==> config.mk <==
export PLATFORM = sky130hd
export DESIGN_NAME = mix_columns_iter_flat
export DESIGN_NICKNAME = d
export VERILOG_FILES = /design/src/rtl/mix_columns_iter_if.sv /design/src/rtl/mix_columns_iter.sv /design/src/flat_wrapper.sv
export SDC_FILE = /design/constraint.sdc
export NUM_CORES = 1
export LEC_CHECK = 0
export CAP_MARGIN = 20
export CORE_ASPECT_RATIO = 1.2
export CORE_MARGIN = 2
export CORE_UTILIZATION = 47
export CTS_BUF_LIST = sky130_fd_sc_hd__clkbuf_4 sky130_fd_sc_hd__clkbuf_8
export CTS_CLUSTER_DIAMETER = 50
export DETAILED_ROUTE_END_ITERATION = 16
export HOLD_SLACK_MARGIN = 0.05
export PLACE_DENSITY_LB_ADDON = 0.08
export SKIP_CTS_REPAIR_TIMING = 1
export SYNTH_ARGS = -nofsm -noshare
export SYNTH_HDL_FRONTEND = slang
export SYNTH_SLANG_ARGS = --single-unit
==> constraint.sdc <==
create_clock -name clk -period 4.2 [get_ports clk]
set_input_delay 0.42 -clock clk [delete_from_list [all_inputs] [get_ports clk]]
set_output_delay 0.42 -clock clk [all_outputs]
set_load 0.02 [all_outputs]
==> src/rtl/mix_columns_iter_if.sv <==
// rtl/mix_columns_iter_if.sv - state-in / state-out handshake bundle for mix_columns_iter
interface mix_columns_iter_if;
    logic         in_valid;
    logic         in_ready;
    logic [127:0] in_data;
    logic         in_bypass;
    logic         out_valid;
    logic         out_ready;
    logic [127:0] out_data;

    modport master (
        output in_valid, in_data, in_bypass, out_ready,
        input  in_ready, out_valid, out_data
    );

    modport slave (
        input  in_valid, in_data, in_bypass, out_ready,
        output in_ready, out_valid, out_data
    );
endinterface

==> src/rtl/mix_columns_iter.sv <==
// rtl/mix_columns_iter.sv - column-serial AES MixColumns with final-round bypass
module mix_columns_iter (
    input  logic              clk,
    input  logic              rst,
    mix_columns_iter_if.slave bus
);
    typedef enum logic [1:0] {
        IDLE    = 2'd0,
        COMPUTE = 2'd1,
        DONE    = 2'd2
    } state_t;

    state_t       state_q, state_d;
    logic [1:0]   col_q, col_d;
    logic [127:0] work_q, work_d;
    logic         bypass_q, bypass_d;
    logic         out_valid_q, out_valid_d;
    logic [7:0]   a [4];
    logic [7:0]   b [4];

    function automatic logic [7:0] xtime(input logic [7:0] v);
        return {v[6:0], 1'b0} ^ (v[7] ? 8'h1b : 8'h00);
    endfunction

    // The one shared column multiplier, fed by the column selected by col_q.
    always_comb begin
        for (int r = 0; r < 4; r++) begin
            a[r] = work_q[127 - 32*r - 8*int'(col_q) -: 8];
        end
        b[0] = xtime(a[0]) ^ xtime(a[1]) ^ a[1] ^ a[2] ^ a[3];
        b[1] = a[0] ^ xtime(a[1]) ^ xtime(a[2]) ^ a[2] ^ a[3];
        b[2] = a[0] ^ a[1] ^ xtime(a[2]) ^ xtime(a[3]) ^ a[3];
        b[3] = xtime(a[0]) ^ a[0] ^ a[1] ^ a[2] ^ xtime(a[3]);
    end

    always_ff @(posedge clk or posedge rst) begin
        if (rst) begin
            state_q     <= IDLE;
            col_q       <= 2'd0;
            work_q      <= '0;
            bypass_q    <= 1'b0;
            out_valid_q <= 1'b0;
        end else begin
            state_q     <= state_d;
            col_q       <= col_d;
            work_q      <= work_d;
            bypass_q    <= bypass_d;
            out_valid_q <= out_valid_d;
        end
    end

    always_comb begin
        state_d     = state_q;
        col_d       = col_q;
        work_d      = work_q;
        bypass_d    = bypass_q;
        out_valid_d = out_valid_q;
        case (state_q)
            IDLE: begin
                if (bus.in_valid) begin
                    work_d   = bus.in_data;
                    bypass_d = bus.in_bypass;
                    col_d    = 2'd0;
                    state_d  = COMPUTE;
                end
            end
            COMPUTE: begin
                // Bypass still walks all four columns so latency matches mixed rounds.
                for (int r = 0; r < 4; r++) begin
                    work_d[127 - 32*r - 8*int'(col_q) -: 8] = bypass_q ? a[r] : b[r];
                end
                col_d = col_q + 2'd1;
                if (col_q == 2'd3) begin
                    state_d     = DONE;
                    out_valid_d = 1'b1;
                end
            end
            DONE: begin
                if (bus.out_ready) begin
                    out_valid_d = 1'b0;
                    state_d     = IDLE;
                end
            end
            default: begin
                state_d = IDLE;
            end
        endcase
    end

    assign bus.in_ready  = (state_q == IDLE) && !rst;
    assign bus.out_valid = out_valid_q;
    assign bus.out_data  = work_q;
endmodule
==> src/flat_wrapper.sv <==
// flat-port wrapper written by rule: the top's interface ports become plain ports
module mix_columns_iter_flat 
  (clk, rst, bus_in_valid, bus_in_data, bus_in_bypass, bus_out_ready, bus_in_ready, bus_out_valid, bus_out_data);
  mix_columns_iter_if bus_i ();
  input  logic clk;
  input  logic rst;
  input wire logic [$bits(bus_i.in_valid)-1:0] bus_in_valid;
  input wire logic [$bits(bus_i.in_data)-1:0] bus_in_data;
  input wire logic [$bits(bus_i.in_bypass)-1:0] bus_in_bypass;
  input wire logic [$bits(bus_i.out_ready)-1:0] bus_out_ready;
  output wire logic [$bits(bus_i.in_ready)-1:0] bus_in_ready;
  output wire logic [$bits(bus_i.out_valid)-1:0] bus_out_valid;
  output wire logic [$bits(bus_i.out_data)-1:0] bus_out_data;
  assign bus_i.in_valid = bus_in_valid;
  assign bus_i.in_data = bus_in_data;
  assign bus_i.in_bypass = bus_in_bypass;
  assign bus_i.out_ready = bus_out_ready;
  assign bus_in_ready = bus_i.in_ready;
  assign bus_out_valid = bus_i.out_valid;
  assign bus_out_data = bus_i.out_data;
  mix_columns_iter u_core (.clk(clk), .rst(rst), .bus(bus_i));
endmodule
==> run_results.csv <==
group,metric,value,unit
synthesis,yosysSeqAreaShare,0.326,
grt,grt_pass1_wl,59.2,mm
cells_and_area,nets,1318,
drt,drt-total-wl,38.3,mm
floorplan,rows,59,
critical_path,critPathRequiredTime,4.49,ns
cells_and_area,fill_cells,1810,
drt,routed_via_density,6.79,
grt,gr-total-overflow,0,
cells_and_area,final_common_cell,"clkdlybuf4s50_1",
synthesis,synth_top_area_frac,0.326,
synthesis,synthesis.nets,1116,
grt,grt_util_all_layers,0.329,
critical_path,worst-path-max-fanout,29,
clocking,htree_num_levels,4,
sta,tns,0,ns
synthesis,yosys-top-cells-area,"dfrtp_1, o221ai_1, o21bai_1, a211oi_1, xnor3_1",
placement,place_area,13100,um2
cells_and_area,drive_gt1_frac,0.136,
synthesis,synthArstFlopShare,1.00,
synthesis,synth_top_area_cell,"dfrtp_1",
drt,final_antenna_net_count,0,
cells_and_area,n_antenna_cell,0,
clocking,insertion_delay,0.48,ns
sta,fin_crit_sh,0.790,
sta,clock.fmax,0.301,GHz
clocking,root_buffer,"clkbuf_8",
synthesis,synthCells,979,
drt,vias,9964,
sta,hold_viol,0,
cells_and_area,stdcell_area,13500,um2
sta,setup_viol,0,
floorplan,start_util,0.477,
clocking,cts_sinks,134,
synthesis,ys_ff_latch,134,
synthesis,ys_types,46,
grt,antenna_found_initial,0,
synthesis,syn_area_per_cell,10.5,um2
synthesis,synth_edf_count,0,
critical_path,end_kind,"flop",
run,drv_cap,0,
sta,maxSlewViolCount,0,
placement,dp_hpwl,26.0,mm
grt,grt_pass1_vias,10000,
drt,first_iter_violations,1154,
critical_path,worstSetupPathType,"flop to flop",
synthesis,ys_warn_count,0,
clocking,cts_buffer_depth,2,
floorplan,die_w,139,um
grt,grt_max_degree,178,
clocking,cts_tree,"yes",
sta,worst_slew_pin_slew,1.06,ns
sta,fin_worst_skew,0.0207,ns
floorplan,die_y,166,um
placement,gp_congestion,0.873,
floorplan,dieArea,23100,um2
placement,port_buffers,262,
cells_and_area,regArea,3360,um2
critical_path,cp.arrival,3.61,ns
synthesis,synthFlopType,"dfrtp_1",
critical_path,cp-start-kind,"flop",
sta,min_period,3.32,ns
floorplan,core,21600,um2
drt,drc_errors,0,
drt,post_drt_wl_per_cell,26.1,um
sta,rsz0062_at_grt,"false",
synthesis,syn-cell-area,10300,um2
sta,maxSlewHeadroom,0.293,
drt,firstDrtPassIters,7,
cells_and_area,multi_input_comb_area,6460,um2
worst_hold_path,hp-class,"primary input to async pin",
cells_and_area,layout_common_cells,"clkdlybuf4s50_1, dfrtp_1, o21bai_1",
clocking,numCtsBuffers,17,
cells_and_area,area.growth.synth_to_final,31.3,%
floorplan,ios,263,
run_status,status,"finished, final reports clean",
clocking,path_clk_slew,0.08,ns
-- sequential cells by signal, summed over array words and instances, names as in the netlist --
register and flops:
u_core.bus.out_data 128, u_core.bypass_q 1, u_core.state_q 2, u_core.col_q 2
u_core.bus.out_valid 1
-- worst max-delay path, stage by stage, from the launching register on --
cell      delay, ns
dfrtp_2        0.93
buf_4          0.31
mux4_2         0.64
xnor3_1        0.45
xnor2_1        0.56
o221ai_1       0.24
-- layer usage --
layer / global-route usage / routed length [um] / vias to the layer above
met5: 0 / 0 / -
met3: 0.0738 / 3470 / 110
met4: 0.139 / 1450 / 0
li1: - / - / 4277
met1: 0.426 / 14900 / 4927
met2: 0.534 / 18500 / 650
-- cell usage after synthesis, types with 2 or more instances --
cell type  instances
nor3_1             2
and2_1             2
a31oi_1            3
buf_6              2
clkbuf_1          84
o21bai_1          77
ha_1               4
a221oi_2          28
buf_12             2
or2_2              5
o21ai_0           34
nand2_1           76
o31ai_1            4
inv_1              9
xnor2_1           18
xnor2_2            6
or3_1              5
xnor3_1           25
a221oi_1          20
mux4_2            24
mux2_2            17
xor3_1            10
o221ai_1          76
xnor2_4            3
nor2b_1            3
xor2_1            11
mux4_1             8
nand2b_1           7
a221o_1            4
a21oi_1           50
dfrtp_1          134
nand3_1            4
a211oi_1          76
mux2i_1           20
buf_1              4
xnor3_2            5
nor2_1            58
and3b_1            2
o22ai_1           36
buf_2             11
buf_4              5
-- cells by family (layout without fill, tap and decap cells) --
| group | after synthesis | in the layout | synth area share |
|---|---|---|---|
| and+or+nand+nor | 166 | 166 | 0.0681 |
| adders and majority gates | 4 | 4 | 0.00487 |
| muxes | 69 | 69 | 0.111 |
| AOI/OAI and AO/OA | 411 | 411 | 0.308 |
| xor gates and xnor gates | 78 | 78 | 0.132 |
| DFF | 134 | 134 | 0.326 |
| buffers and inverters | 117 | 332 | 0.0505 |
-- layout make-up --
class                           instances  share of cell area
Clock buffer                           21              0.0209
Clock inverter                         11              0.0109
Inverter                                9             0.00269
Multi-Input combinational cell        728               0.478
Sequential cell                       134               0.249
Tap cell                              274              0.0254
Timing Repair Buffer                  291               0.213
-- final timing paths --
check / endpoint / slack [ns] / startpoint / cells after the start
worst max register to register: u_core.bus.out_data[5] / 0.88 / u_core.col_q[0] / 5
min in group clk: u_core.bus.out_data[20] / 0.53 / bus_in_data[20] / 3
max in group asynchronous: u_core.bus.out_data[93] / 2.82 / rst / 3
worst min-delay path: u_core.bus.out_data[22] / 0.49 / rst / 2
worst max-delay path: u_core.bus.out_data[5] / 0.88 / u_core.col_q[0] / 5
worst min register to register: u_core.bus.out_valid / 0.55 / u_core.bus.out_valid / 2
-- metrics by stage --
stage / hold WS, ns / util / setup WS [ns] / std cells
2_1_floorplan: 0.527 / - / 0.197 / 979
3_3_place_gp: 0.524 / 0.606 / 0.989 / 1436
3_5_place_dp: 0.546 / 0.606 / 0.955 / 1436
4_1_cts: 0.512 / 0.626 / 0.947 / 1468
5_1_grt: 0.531 / 0.626 / 0.810 / 1468
6_report: 0.486 / 0.626 / 0.881 / 1468
Power is left out: the tool's default activity adds up to more than one toggle a clock period on the data nets, which glitch-free logic cannot reach.
